## src/rtl/cmd_pkg.sv

```systemverilog
// cmd_pkg: command/error codes, response byte defaults and state encodings shared by the executor.
// CMD_ECHO_EN selects the build that prefixes every response with the command byte.
package cmd_pkg;
    localparam logic [7:0] CMD_READ       = 8'h01;
    localparam logic [7:0] CMD_WRITE      = 8'h02;
    localparam logic [2:0] ERR_NONE       = 3'b000;
    localparam logic [2:0] ERR_CMD        = 3'b001;
    localparam logic [2:0] ERR_ADDR0      = 3'b010;
    localparam logic [2:0] ERR_ADDR1      = 3'b011;
    localparam logic [2:0] ERR_DATA       = 3'b100;
    localparam logic [7:0] ACK_BYTE_DEF   = 8'hAA;
    localparam logic [7:0] ERR_PREFIX_DEF = 8'hE0;
`ifdef CMD_ECHO_EN
    localparam int ECHO_N = 1;
`else
    localparam int ECHO_N = 0;
`endif
    typedef enum logic [2:0] {EX_IDLE, EX_MEM_WR, EX_MEM_RD, EX_RD_WAIT, EX_RESP} exec_state_t;
    typedef enum logic [1:0] {TX_IDLE, TX_REQ, TX_ACK, TX_DONE} tx_state_t;
endpackage

```

## src/rtl/resp_serializer.sv

```systemverilog
// resp_serializer: shifts a loaded response out LSB byte first over the tx_start/tx_busy handshake.
module resp_serializer
    import cmd_pkg::*;
#(
    parameter int SR_W = 40
) (
    input  logic            clock,
    input  logic            reset,
    input  logic            load,
    input  logic [SR_W-1:0] load_data,
    input  logic [2:0]      load_count,
    input  logic            tx_busy,
    output logic [7:0]      tx_byte,
    output logic            tx_start,
    output logic            done
);
    tx_state_t state, state_nx;
    logic [SR_W-1:0] sr;
    logic [2:0] cnt;
    logic [3:0] wait_cnt;
    logic ack_timeout;
    // A transmitter that never raises busy is taken to have accepted the byte after 16 cycles.
    assign ack_timeout = wait_cnt == 4'd15;
    assign tx_byte = sr[7:0];
    always_ff @(posedge clock) begin
        if (reset)
            state <= TX_IDLE;
        else
            state <= state_nx;
    end
    always_ff @(posedge clock) begin
        if (reset) begin
            sr <= '0;
            cnt <= '0;
            wait_cnt <= '0;
        end else begin
            wait_cnt <= state == TX_ACK ? wait_cnt + 4'd1 : 4'd0;
            if (load) begin
                sr <= load_data;
                cnt <= load_count;
            end else if (state == TX_DONE && !tx_busy) begin
                sr <= sr >> 8;
                cnt <= cnt - 3'd1;
            end
        end
    end
    always_comb begin
        state_nx = state;
        case (state)
            TX_IDLE: state_nx = load ? TX_REQ : TX_IDLE;
            TX_REQ:  state_nx = tx_busy ? TX_REQ : TX_ACK;
            TX_ACK:  state_nx = (tx_busy || ack_timeout) ? TX_DONE : TX_ACK;
            TX_DONE: state_nx = tx_busy ? TX_DONE : (cnt == 3'd1 ? TX_IDLE : TX_REQ);
            default: state_nx = TX_IDLE;
        endcase
    end
    always_comb begin
        tx_start = state == TX_REQ && !tx_busy;
        done = state == TX_DONE && !tx_busy && cnt == 3'd1;
    end
endmodule

```

## src/rtl/command_executor.sv

```systemverilog
// command_executor: runs decoded UART packets against a synchronous RAM and serialises the response.
// Define CMD_ECHO_EN to prefix every response with the packet's command byte.
module command_executor
    import cmd_pkg::*;
#(
    parameter int         ADDR_W      = 15,
    parameter int         DATA_W      = 32,
    parameter int         MEM_LATENCY = 1,
    parameter logic [7:0] ACK_BYTE    = ACK_BYTE_DEF,
    parameter logic [7:0] ERR_PREFIX  = ERR_PREFIX_DEF
) (
    input  logic              clock,
    input  logic              reset,
    input  logic              i_done,
    input  logic              i_readwrite,
    input  logic [7:0]        i_command,
    input  logic [ADDR_W-1:0] i_address,
    input  logic [DATA_W-1:0] i_data,
    input  logic [2:0]        i_error,
    output logic              mem_en,
    output logic              mem_we,
    output logic [ADDR_W-1:0] mem_addr,
    output logic [DATA_W-1:0] mem_wdata,
    input  logic [DATA_W-1:0] mem_rdata,
    output logic [7:0]        tx_byte,
    output logic              tx_start,
    input  logic              tx_busy,
    output logic              o_busy,
    output logic              o_dropped
);
    localparam int SR_W = DATA_W + 8;
    exec_state_t state, state_nx;
    logic [7:0] cmd_q;
    logic [ADDR_W-1:0] addr_q;
    logic [DATA_W-1:0] data_q;
    logic [1:0] lat_q;
    logic lat_done;
    logic ld;
    logic ser_done;
    logic [7:0] cmd_src;
    logic [DATA_W-1:0] payload;
    logic [SR_W-1:0] ld_data;
    logic [2:0] ld_count;
    assign lat_done = lat_q == 2'(MEM_LATENCY - 1);
    assign mem_addr = addr_q;
    assign mem_wdata = data_q;
    always_ff @(posedge clock) begin
        if (reset)
            state <= EX_IDLE;
        else
            state <= state_nx;
    end
    always_ff @(posedge clock) begin
        if (reset) begin
            cmd_q <= '0;
            addr_q <= '0;
            data_q <= '0;
            lat_q <= '0;
            o_dropped <= 1'b0;
        end else begin
            o_dropped <= i_done && state != EX_IDLE;
            lat_q <= state == EX_RD_WAIT ? lat_q + 2'd1 : 2'd0;
            if (state == EX_IDLE && i_done) begin
                cmd_q <= i_command;
                addr_q <= i_address;
                data_q <= i_data;
            end
        end
    end
    always_comb begin
        state_nx = state;
        case (state)
            EX_IDLE:    state_nx = !i_done ? EX_IDLE : i_error != ERR_NONE ? EX_RESP : i_readwrite ? EX_MEM_RD : EX_MEM_WR;
            EX_MEM_WR:  state_nx = EX_RESP;
            EX_MEM_RD:  state_nx = EX_RD_WAIT;
            EX_RD_WAIT: state_nx = lat_done ? EX_RESP : EX_RD_WAIT;
            EX_RESP:    state_nx = ser_done ? EX_IDLE : EX_RESP;
            default:    state_nx = EX_IDLE;
        endcase
    end
    // Error responses load straight from the decoder inputs since nothing has been latched yet.
    always_comb begin
        mem_en = state == EX_MEM_WR || state == EX_MEM_RD;
        mem_we = state == EX_MEM_WR;
        o_busy = state != EX_IDLE;
        ld = (state == EX_IDLE && i_done && i_error != ERR_NONE) || state == EX_MEM_WR || (state == EX_RD_WAIT && lat_done);
        cmd_src = state == EX_IDLE ? i_command : cmd_q;
        payload = state == EX_IDLE ? DATA_W'(ERR_PREFIX | {5'b0, i_error}) : state == EX_MEM_WR ? DATA_W'(ACK_BYTE) : mem_rdata;
        ld_count = (state == EX_RD_WAIT ? 3'd4 : 3'd1) + 3'(ECHO_N);
    end
    // Without echo the command sits above the payload and is never reached by the byte count.
`ifdef CMD_ECHO_EN
    assign ld_data = {payload, cmd_src};
`else
    assign ld_data = {cmd_src, payload};
`endif
    resp_serializer #(.SR_W(SR_W)) u_ser (
        .clock(clock),
        .reset(reset),
        .load(ld),
        .load_data(ld_data),
        .load_count(ld_count),
        .tx_busy(tx_busy),
        .tx_byte(tx_byte),
        .tx_start(tx_start),
        .done(ser_done)
    );
endmodule

```

## config.mk

```make
export PLATFORM = sky130hd
export DESIGN_NAME = command_executor
export DESIGN_NICKNAME = d
export VERILOG_FILES = /design/src/rtl/cmd_pkg.sv /design/src/rtl/resp_serializer.sv /design/src/rtl/command_executor.sv
export SDC_FILE = /design/constraint.sdc
export NUM_CORES = 1
export LEC_CHECK = 0
export BUFFER_PORTS_ARGS = -buffer_cell sky130_fd_sc_hd__buf_2
export CAP_MARGIN = 20
export CORE_MARGIN = 2
export CORE_UTILIZATION = 45
export CTS_BUF_LIST = sky130_fd_sc_hd__clkbuf_8
export CTS_CLUSTER_SIZE = 12
export DETAILED_ROUTE_END_ITERATION = 16
export MAX_ROUTING_LAYER = met4
export PLACE_DENSITY = 0.76
export SLEW_MARGIN = 20
export SYNTH_ARGS = -nofsm -noshare
export SYNTH_HDL_FRONTEND = slang
export SYNTH_SLANG_ARGS = --single-unit
```

## constraint.sdc

```tcl
create_clock -name clock -period 3.96 [get_ports clock]
set_input_delay 0.594 -clock clock [delete_from_list [all_inputs] [get_ports clock]]
set_output_delay 0.594 -clock clock [all_outputs]
set_load 0.01 [all_outputs]
```

==> impl_metrics.csv, run 1 <==
group,metric,value,unit
status,outcome,"finished, final reports clean",
min_path,worst_hold_path_type,"flop to flop",
synthesis,synth_warnings,0,
cts,cts.path.max_buffers,2,
critical_path,critPathTopFamily,"compound AO/OA/AOI/OAI gates",
global_route,grt_max_degree,106,
power,powerDensity,389.9,nW/um^2
global_route,globalRouteOverflowTotal,0,
cts,clockRootBuffer,"clkbuf_8",
critical_path,crit_path_cell_trace,"inv_1, ha_1, nand2b_1, a32oi_4, buf_4, a211oi_1, a211oi_1",
synthesis,fraction_of_the_yosys_area_taken_by_sequential_cells,0.4705,
cts,cts-resized-gates,0,
finish,post_route_cells_drive_above_1_share,0.3050,
critical_path,largest_fanout_on_the_critical_path,46,
synthesis,ys_types,36,
detailed_routing,totalWireLength,11400,microns
critical_path,critPathMostFrequentCell,"a211oi_1",
finish,area_growth,19.06,%
placed_design,routabilityCongestion,0.8114,
detailed_routing,detail_route.wl_per_cell,13.92,microns
detailed_routing,remaining_drc_errors,0,
finish,layout.filler_cells,954,
synthesis,synth_enable_flop_cells,0,
synthesis,synthMostInstantiatedCell,"nand2_1",
global_route,grt_pass1_vias,4075,
critical_path,crit_path_top_delay_cell,"a32oi_4",
synthesis,ys_ff_latch,110,
cts,postCtsHoldBufs,0,
critical_path,crit_path_start_kind,"flop",
timing,layout_min_cycle_time,2.798,ns
placed_design,port-buffer-count,154,
cts,cts.repair_timing.setup_buffer_count,0,
synthesis,syn-instance-count,565,
power,switching_power,636.3,uW
cts,clock_sink_count,110,
timing,finalSetupTns,0,ns
floorplan,std_cell_rows,37,
detailed_routing,ant_nets,0,
global_route,globalRouteTotalUtil,0.2069,
cts,worst_skew_pair.late_latency,0.38,ns
critical_path,cp_capture_type,"flop",
cts,tritoncts,"done",
timing,maxClockFrequency,0.3574,GHz
cts,ctsHtreeMaxLevel,3,
synthesis,syn_nets,664,
timing,grt_setup_unrepaired,"false",
detailed_routing,drt_iter0_markers,237,
critical_path,critical_path_buf_inv_count,2,
critical_path,cp_data_arrival_time,3.09,ns
synthesis,synth.top_cells.by_count,"nand2_1 (146), dfxtp_1 (110), a21oi_1 (94), mux2_2 (25), nand4_1 (25)",
cts,tritoncts.num_buffers,9,
synthesis,post_synthesis_instance_area,4681,sq um
timing,final_cycle_utilization_of_the_critical_path,0.7066,
timing,worst_slew_pin_slew,1.081,ns
synthesis,yosys.area.top_type_share,0.4705,
detailed_routing,route.vias.total,4290,
synthesis,synth_async_sr_flop_share,0,
synthesis,ys_dominant_reg_cell,"dfxtp_1",
run,timing.max_cap.violations,0,
floorplan,core,10230,sq um
floorplan,pin_count,155,
timing,timing.final.hold_violations,0,
detailed_routing,detail_route.vias_per_cell,5.238,
floorplan,initial_utilization,0.4575,
global_route,global_route_wire_length_before_repair,18450,microns
synthesis,post_synth_main_area_contributors,"dfxtp_1 (47%), nand2_1 (12%), a21oi_1 (10%)",
critical_path,setup.worst_path.class,"flop to flop",
timing,fin_skew,0.01566,ns
synthesis,yosys.area.top_type,"dfxtp_1",
timing,timing.final.max_slew_violations,0,
finish,finalNetCount,776,
power,comb_power_share,0.149,
power,p_leak,0.002417,uW
global_route,number_of_antenna_violations_at_the_first_check_in_global_routing,1,
timing,number_of_failing_setup_endpoints_in_the_final_timing_report,0,
floorplan,die_area,11230,sq um
power,irDropWorstVdd,0.2400,mV
floorplan,chipHeight,106.0,microns
power,clock_power_share,0.299,
floorplan,die_w,106.0,microns
critical_path,critPathRequiredTime,4.25,ns
timing,max_slew_margin,0.2795,
power,p_seq_frac,0.552,
power,netSwitchingFraction,0.2928,
synthesis,post_synthesis_area_per_instance,8.284,sq um
detailed_routing,detailedRoute.firstPassIterationCount,5,
placed_design,post-dp-hpwl,7715,microns
power,internal_power,1537,uW
finish,layout.core_utilization,0.5447,
critical_path,slowest_delay,0.66,ns
cts,clk_pin_slew,0.11,ns
-- worst reg2reg max path, delay by kind of cell, from the launching register on --
family                   cells  cell delay [ns]
adder cells (fa/ha/maj)      1             0.21
flip-flops                   1             0.35
buffers and inverters        2             0.53
AND/OR/NAND/NOR              1             0.62
AO/OA/AOI/OAI                3             1.02
-- layer usage --
| metal | up-vias | track usage | part of all wire |
|---|---|---|---|
| met5 | - | - | 0 |
| met4 | 0 | 0.07519 | 0.015 |
| met3 | 16 | 0.04047 | 0.077 |
| met2 | 166 | 0.3350 | 0.47 |
| met1 | 1972 | 0.2582 | 0.44 |
| li1 | 2136 | - | - |
-- power by group through the flow --
stage                     logic, uW  clock network, uW  registers [uW]
after detailed placement        324                  0            1220
after global routing            362                706            1210
after CTS                       325                670            1200
after global placement          316                  0            1220
after floorplan                 201                  0            1230
final                           324                649            1200
-- flip-flops by register name, indices dropped and copies added, names as in the netlist --
register / cells
u_ser.state: 2
u_ser.sr: 40
lat_q: 2
cmd_q: 8
o_dropped: 1
mem_wdata: 32
mem_addr: 15
u_ser.wait_cnt: 4
state: 3
u_ser.cnt: 3
-- path summary, 6_finish.rpt --
check,from,endpoint,slack [ns],cells after the start
hold reg to reg,lat_q[0]$_SDFF_PP0_,lat_q[0]$_SDFF_PP0_,0.44,1
hold / removal,lat_q[0]$_SDFF_PP0_,lat_q[0]$_SDFF_PP0_,0.44,1
setup / recovery,lat_q[0]$_SDFF_PP0_,u_ser.sr[6]$_SDFFE_PP0P_,1.16,7
setup reg to reg,lat_q[0]$_SDFF_PP0_,u_ser.sr[6]$_SDFFE_PP0P_,1.16,7
-- metrics by stage --
stage | std cells | power [uW] | cell area (sq um) | worst slack, ns | hold slack [ns]
3_3_place_gp | 802 | 1537 | 5380 | 1.310 | 0.4080
4_1_cts | 818 | 2195 | 5565 | 1.210 | 0.4282
2_1_floorplan | 565 | 1434 | 4681 | 2.196 | 0.3966
6_report | 819 | 2173 | 5573 | 1.162 | 0.4446
3_5_place_dp | 802 | 1549 | 5380 | 1.222 | 0.4318
5_1_grt | 819 | 2275 | 5573 | 0.8921 | 0.4363
-- area by class of cell --
cell class,count,area (sq um),area share
multi-input combinational,391,2183,0.3918
tap,136,170.2,0.03053
timing repair buffer,158,803.3,0.1441
sequential,110,2202,0.3952
clock inverter,7,61.31,0.01100
clock buffer,9,123.9,0.02223
antenna,1,2.502,0.0004490
inverter,7,26.28,0.004715
-- logic make-up (layout without fill, tap and decap cells) --
group,after synthesis,in the layout,share of synthesized area
AOI/OAI and AO/OA,129,129,0.1561
xor gates and xnor gates,6,6,0.01123
adders and majority gates,4,4,0.01069
buffers and inverters,64,181,0.06790
DFF,110,110,0.4705
muxes,32,32,0.07511
other,0,1,0
and+or+nand+nor,220,220,0.2085
-- cell usage in the layout (no fill, tap or decap), types with 2 or more instances in the layout --
| master | Yosys | routed |
|---|---|---|
| a21oi_1 | 94 | 94 |
| ha_1 | 4 | 4 |
| a211oi_1 | 11 | 11 |
| nor3_1 | 4 | 4 |
| mux2i_1 | 7 | 7 |
| nand3_1 | 10 | 10 |
| xor2_1 | 2 | 2 |
| nor2_1 | 15 | 15 |
| or2_2 | 2 | 2 |
| a211oi_2 | 2 | 2 |
| buf_4 | 10 | 5 |
| nor3b_1 | 4 | 4 |
| nand2_1 | 146 | 145 |
| nand4_1 | 25 | 25 |
| inv_6 | 0 | 4 |
| clkbuf_8 | 0 | 9 |
| xnor2_1 | 4 | 4 |
| mux2_2 | 25 | 25 |
| nand3b_1 | 2 | 2 |
| buf_2 | 20 | 153 |
| o21ai_0 | 10 | 10 |
| a21o_1 | 8 | 8 |
| dfxtp_1 | 110 | 110 |
| inv_1 | 7 | 7 |
| nand2b_1 | 5 | 5 |
| clkinvlp_4 | 0 | 2 |
Note: power is estimated with default switching activity, not from simulation.
==> inputs of run 2 (changes only) <==
==> constraint.sdc (replaced) <==
create_clock -name clock -period 2.86 [get_ports clock]
set_input_delay 0.429 -clock clock [delete_from_list [all_inputs] [get_ports clock]]
set_output_delay 0.429 -clock clock [all_outputs]
set_load 0.01 [all_outputs]
==> impl_metrics.csv, run 2 (same netlist as run 1, synthesis figures left out) <==
group,metric,value,unit
finish,final_design_area_no_fill,5664,sq um
critical_path,critical_path_buf_inv_count,3,
detailed_routing,ant_nets,0,
cts,cts.repair_timing.setup_buffer_count,0,
critical_path,largest_fanout_on_the_critical_path,18,
placed_design,post-dp-hpwl,7798,microns
power,irDropWorstVdd,0.2717,mV
timing,fin_skew,0.01676,ns
critical_path,crit_path_cell_trace,"nor3_1, buf_4, inv_1, buf_2",
detailed_routing,route.top_layer_used,"met4",
finish,finalNetCount,783,
finish,post_route_cells_drive_above_1_share,0.3120,
detailed_routing,detail_route.wl_per_cell,13.86,microns
cts,postCtsHoldBufs,0,
cts,tritoncts,"done",
detailed_routing,met2_length,5319,microns
timing,grt_setup_unrepaired,"false",
timing,timing.final.hold_violations,0,
timing,pnr_worst_setup_slack,0.8098,ns
floorplan,initial_utilization,0.4575,
finish,layout.filler_cells,940,
finish,layout_commonest_cell,"buf_2",
timing,layout_min_cycle_time,2.050,ns
floorplan,chipHeight,106.0,microns
floorplan,pin_count,155,
power,p_leak,0.002471,uW
timing,maxClockFrequency,0.4877,GHz
global_route,grt_pass1_vias,4055,
detailed_routing,wl_met1,5129,microns
cts,clock_sink_count,110,
detailed_routing,remaining_drc_errors,0,
cts,ctsHtreeMaxLevel,3,
critical_path,crit_path_top_delay_cell,"dfxtp_1",
critical_path,cp_capture_type,"output port",
critical_path,slowest_delay,0.51,ns
critical_path,crit_path_start_kind,"flop",
timing,finalSetupTns,0,ns
timing,number_of_failing_setup_endpoints_in_the_final_timing_report,0,
timing,worst_slew_pin_slew,0.7807,ns
finish,max_ffs_per_register,40,
cts,clk_pin_slew,0.10,ns
status,outcome,"finished, final reports clean",
detailed_routing,route.vias.total,4297,
finish,commonest_non_fill_non_tap_cells_in_the_layout,"buf_2 (153), nand2_1 (145), dfxtp_1 (110)",
floorplan,die_area,11230,sq um
power,powerDensity,546.8,nW/um^2
placed_design,port-buffer-count,154,
cts,cts.path.max_buffers,2,
placed_design,preCtsSetupSlack,0.9326,ns
global_route,globalRouteTotalUtil,0.2060,
finish,max_flop_register,"u_ser.sr",
detailed_routing,drt_iter0_markers,200,
timing,final_cycle_utilization_of_the_critical_path,0.7169,
global_route,global_route_wire_length_before_repair,18450,microns
critical_path,cp_data_arrival_time,1.62,ns
cts,tritoncts.num_buffers,9,
critical_path,critPathTopFamily,"flip-flops",
floorplan,core,10230,sq um
cts,worst_skew_pair.late_latency,0.37,ns
timing,max_slew_margin,0.4795,
critical_path,setup.worst_path.class,"flop to output port",
floorplan,std_cell_rows,37,
cts,clockRootBuffer,"clkbuf_8",
global_route,number_of_antenna_violations_at_the_first_check_in_global_routing,0,
detailed_routing,wl_met3,744,microns
placed_design,detailed_place.area,5458,sq um
timing,timing.final.max_slew_violations,0,
detailed_routing,detailedRoute.firstPassIterationCount,6,
critical_path,critPathRequiredTime,2.43,ns
placed_design,routabilityCongestion,0.7952,
detailed_routing,totalWireLength,11430,microns
cts,cts-resized-gates,0,
detailed_routing,detail_route.vias_per_cell,5.208,
global_route,globalRouteOverflowTotal,0,
floorplan,die_w,106.0,microns
power,totalPowerFinal,3097,uW
min_path,worst_hold_path_type,"input port to flop",
global_route,grt_max_degree,59,
finish,antenna-diode-count,0,
finish,area_growth,21.01,%
run,timing.max_cap.violations,0,
[run 2: power by group]
group          internal, uW  total (uW)  switching [uW]
combinational           194         467             274
sequential             1610        1660            47.5
clock                   434         970             536
total                  2240        3100             857
[run 2: cell type report]
type | instances | area [sq um] | share of cell area
tap | 136 | 170.2 | 0.03004
inverter | 7 | 26.28 | 0.004639
timing repair buffer | 165 | 880.8 | 0.1555
sequential | 110 | 2202 | 0.3888
clock inverter | 6 | 68.82 | 0.01215
clock buffer | 10 | 137.6 | 0.02430
multi-input combinational | 391 | 2178 | 0.3846
[run 2: path summary, 6_finish.rpt]
kind / end / slack [ns] / depth (start not counted) / from
max: o_busy / 0.81 / 4 / state[0]$_SDFF_PP0_
min: mem_wdata[12]$_SDFFE_PP0P_ / 0.29 / 3 / i_data[12]
max reg2reg: mem_addr[13]$_SDFFE_PP0P_ / 0.91 / 6 / state[0]$_SDFF_PP0_
min reg2reg: lat_q[0]$_SDFF_PP0_ / 0.43 / 1 / lat_q[0]$_SDFF_PP0_
[run 2: layer usage]
metal  vias to the layer above  global-route usage
met5                         -                   -
met4                         0             0.07989
met1                      1978              0.2526
li1                       2147                   -
met3                        22             0.04353
met2                       150              0.3341
[run 2: per-stage QoR]
stage	instances	hold WS, ns	util
after floorplan	565	0.3966	-
after global placement	809	0.4052	0.5334
after detailed placement	809	0.4185	0.5334
after CTS	825	0.2695	0.5536
after global routing	825	0.2823	0.5536
final	825	0.2852	0.5536
[run 2: tightest hold or removal path, delay by kind of cell]
kind / cells / cell delay (ns)
compound gates: 1 / 0.05
simple gates: 1 / 0.04
buf+inv: 1 / 0.09
==> inputs of run 3 (changes only) <==
==> constraint.sdc (replaced) <==
create_clock -name clock -period 2.1 [get_ports clock]
set_input_delay 0.315 -clock clock [delete_from_list [all_inputs] [get_ports clock]]
set_output_delay 0.315 -clock clock [all_outputs]
set_load 0.01 [all_outputs]
==> impl_metrics.csv, run 3 (same netlist as run 1, synthesis figures left out) <==
group,metric,value,unit
placed_design,routabilityCongestion,0.8215,
power,irDropWorstVdd,0.3884,mV
critical_path,cp_data_arrival_time,1.55,ns
global_route,grt_max_degree,56,
detailed_routing,drt_iter0_markers,196,
global_route,globalRouteOverflowTotal,0,
status,outcome,"finished, final reports clean",
critical_path,r2r-start,"state[1]$_SDFF_PP0_",
placed_design,detailed_place.area,5523,sq um
timing,worst_slew_pin_slew,0.5526,ns
timing,fin_skew,0.008605,ns
global_route,global_route_wire_length_before_repair,18230,microns
placed_design,post-dp-hpwl,7922,microns
finish,finalNetCount,785,
finish,layout_commonest_cell,"buf_2",
global_route,number_of_antenna_violations_at_the_first_check_in_global_routing,1,
timing,max_slew_margin,0.6316,
floorplan,initial_utilization,0.4575,
timing,maxClockFrequency,0.5373,GHz
detailed_routing,detail_route.wl_per_cell,13.62,microns
timing,holdWs,0.1761,ns
detailed_routing,totalWireLength,11280,microns
floorplan,core,10230,sq um
timing,grt_setup_unrepaired,"false",
floorplan,pin_count,155,
critical_path,cp_capture_type,"output port",
global_route,globalRouteTotalUtil,0.2051,
detailed_routing,route.vias.total,4292,
finish,max_ffs_per_register,40,
detailed_routing,ant_nets,0,
timing,timing.final.max_slew_violations,0,
timing,final_cycle_utilization_of_the_critical_path,0.8863,
critical_path,setup.worst_path.class,"flop to output port",
timing,finalSetupTns,0,ns
detailed_routing,remaining_drc_errors,0,
critical_path,setup.worst_path.start,"state[1]$_SDFF_PP0_",
critical_path,largest_fanout_on_the_critical_path,9,
cts,tritoncts,"done",
cts,worst_skew_pair.late_latency,0.37,ns
cts,clk_pin_slew,0.10,ns
finish,post_route_cells_drive_above_1_share,0.3155,
min_path,worst_hold_path_type,"input port to flop",
floorplan,chipHeight,106.0,microns
min_path,startpoint_of_the_tightest_hold_check_path,"i_data[10]",
finish,final_design_area_no_fill,5737,sq um
power,p_leak,0.002503,uW
timing,number_of_failing_setup_endpoints_in_the_final_timing_report,0,
power,powerDensity,737.7,nW/um^2
detailed_routing,detail_route.vias_per_cell,5.184,
finish,area_growth,22.56,%
cts,ctsHtreeMaxLevel,3,
detailed_routing,detailedRoute.firstPassIterationCount,6,
placed_design,port-buffer-count,154,
critical_path,critPathRequiredTime,1.78,ns
global_route,grt_pass1_vias,4030,
finish,commonest_non_fill_non_tap_cells_in_the_layout,"buf_2 (153), nand2_1 (145), dfxtp_1 (110)",
run,timing.max_cap.violations,0,
timing,layout_min_cycle_time,1.861,ns
cts,cts.path.max_buffers,2,
critical_path,crit_path_start_kind,"flop",
cts,tritoncts.num_buffers,9,
floorplan,die_w,106.0,microns
cts,clockRootBuffer,"clkbuf_8",
floorplan,die_area,11230,sq um
floorplan,std_cell_rows,37,
timing,timing.final.hold_violations,0,
finish,max_flop_register,"u_ser.sr",
cts,clock_sink_count,110,
cts,cts.repair_timing.setup_buffer_count,0,
## run 3: metrics by stage
stage	setup slack, ns	utilization	power, uW	cells
2_1_floorplan	0.5189	-	2704	565
3_3_place_gp	0.3467	0.5398	2943	811
3_5_place_dp	0.3120	0.5398	2966	811
4_1_cts	0.08897	0.5600	4287	827
5_1_grt	0.1691	0.5607	4432	828
6_report	0.2388	0.5607	4232	828
## run 3: timing repair
action,4_1_cts,5_1_grt
resized for setup,0,1
setup endpoints to repair,0,1
hold buffers,0,0
## run 3: layer usage
metal / global-route usage / wire [microns] / up-vias
li1: - / - / 2153
met1: 0.2580 / 5157 / 1961
met2: 0.3212 / 5186 / 159
met3: 0.04169 / 692 / 19
met4: 0.09023 / 241 / 0
met5: - / 0 / -
## run 3: worst paths after layout
path | endpoint | slack [ns] | cells past startpoint
worst max-delay path | mem_we | 0.24 | 3
worst min register to register | lat_q[0]$_SDFF_PP0_ | 0.43 | 1
worst max register to register | u_ser.sr[0]$_SDFFE_PP0P_ | 0.35 | 5
worst min-delay path | mem_wdata[10]$_SDFFE_PP0P_ | 0.18 | 3
## run 3: final cells by class
cell class                      instances  area [sq um]
Antenna cell                            1         2.502
Multi-Input combinational cell        391          2183
Clock inverter                          6         68.82
Fill cell                             898          4494
Timing Repair Buffer                  167         945.9
Clock buffer                           10         137.6
Sequential cell                       110          2202
Inverter                                7         26.28
Tap cell                              136         170.2
## run 3: worst max-delay path, cell delays in order, from the launching register on
cell and delay (ns):
dfxtp_1 0.42, nor2_1 0.39, and2_1 0.24, buf_2 0.14
## run 3: power breakdown
group          total [uW]  internal (uW)  switching, uW
Combinational         659            282            377
Clock                1320            593            722
Sequential           2260           2200           62.3
Total                4230           3070           1160
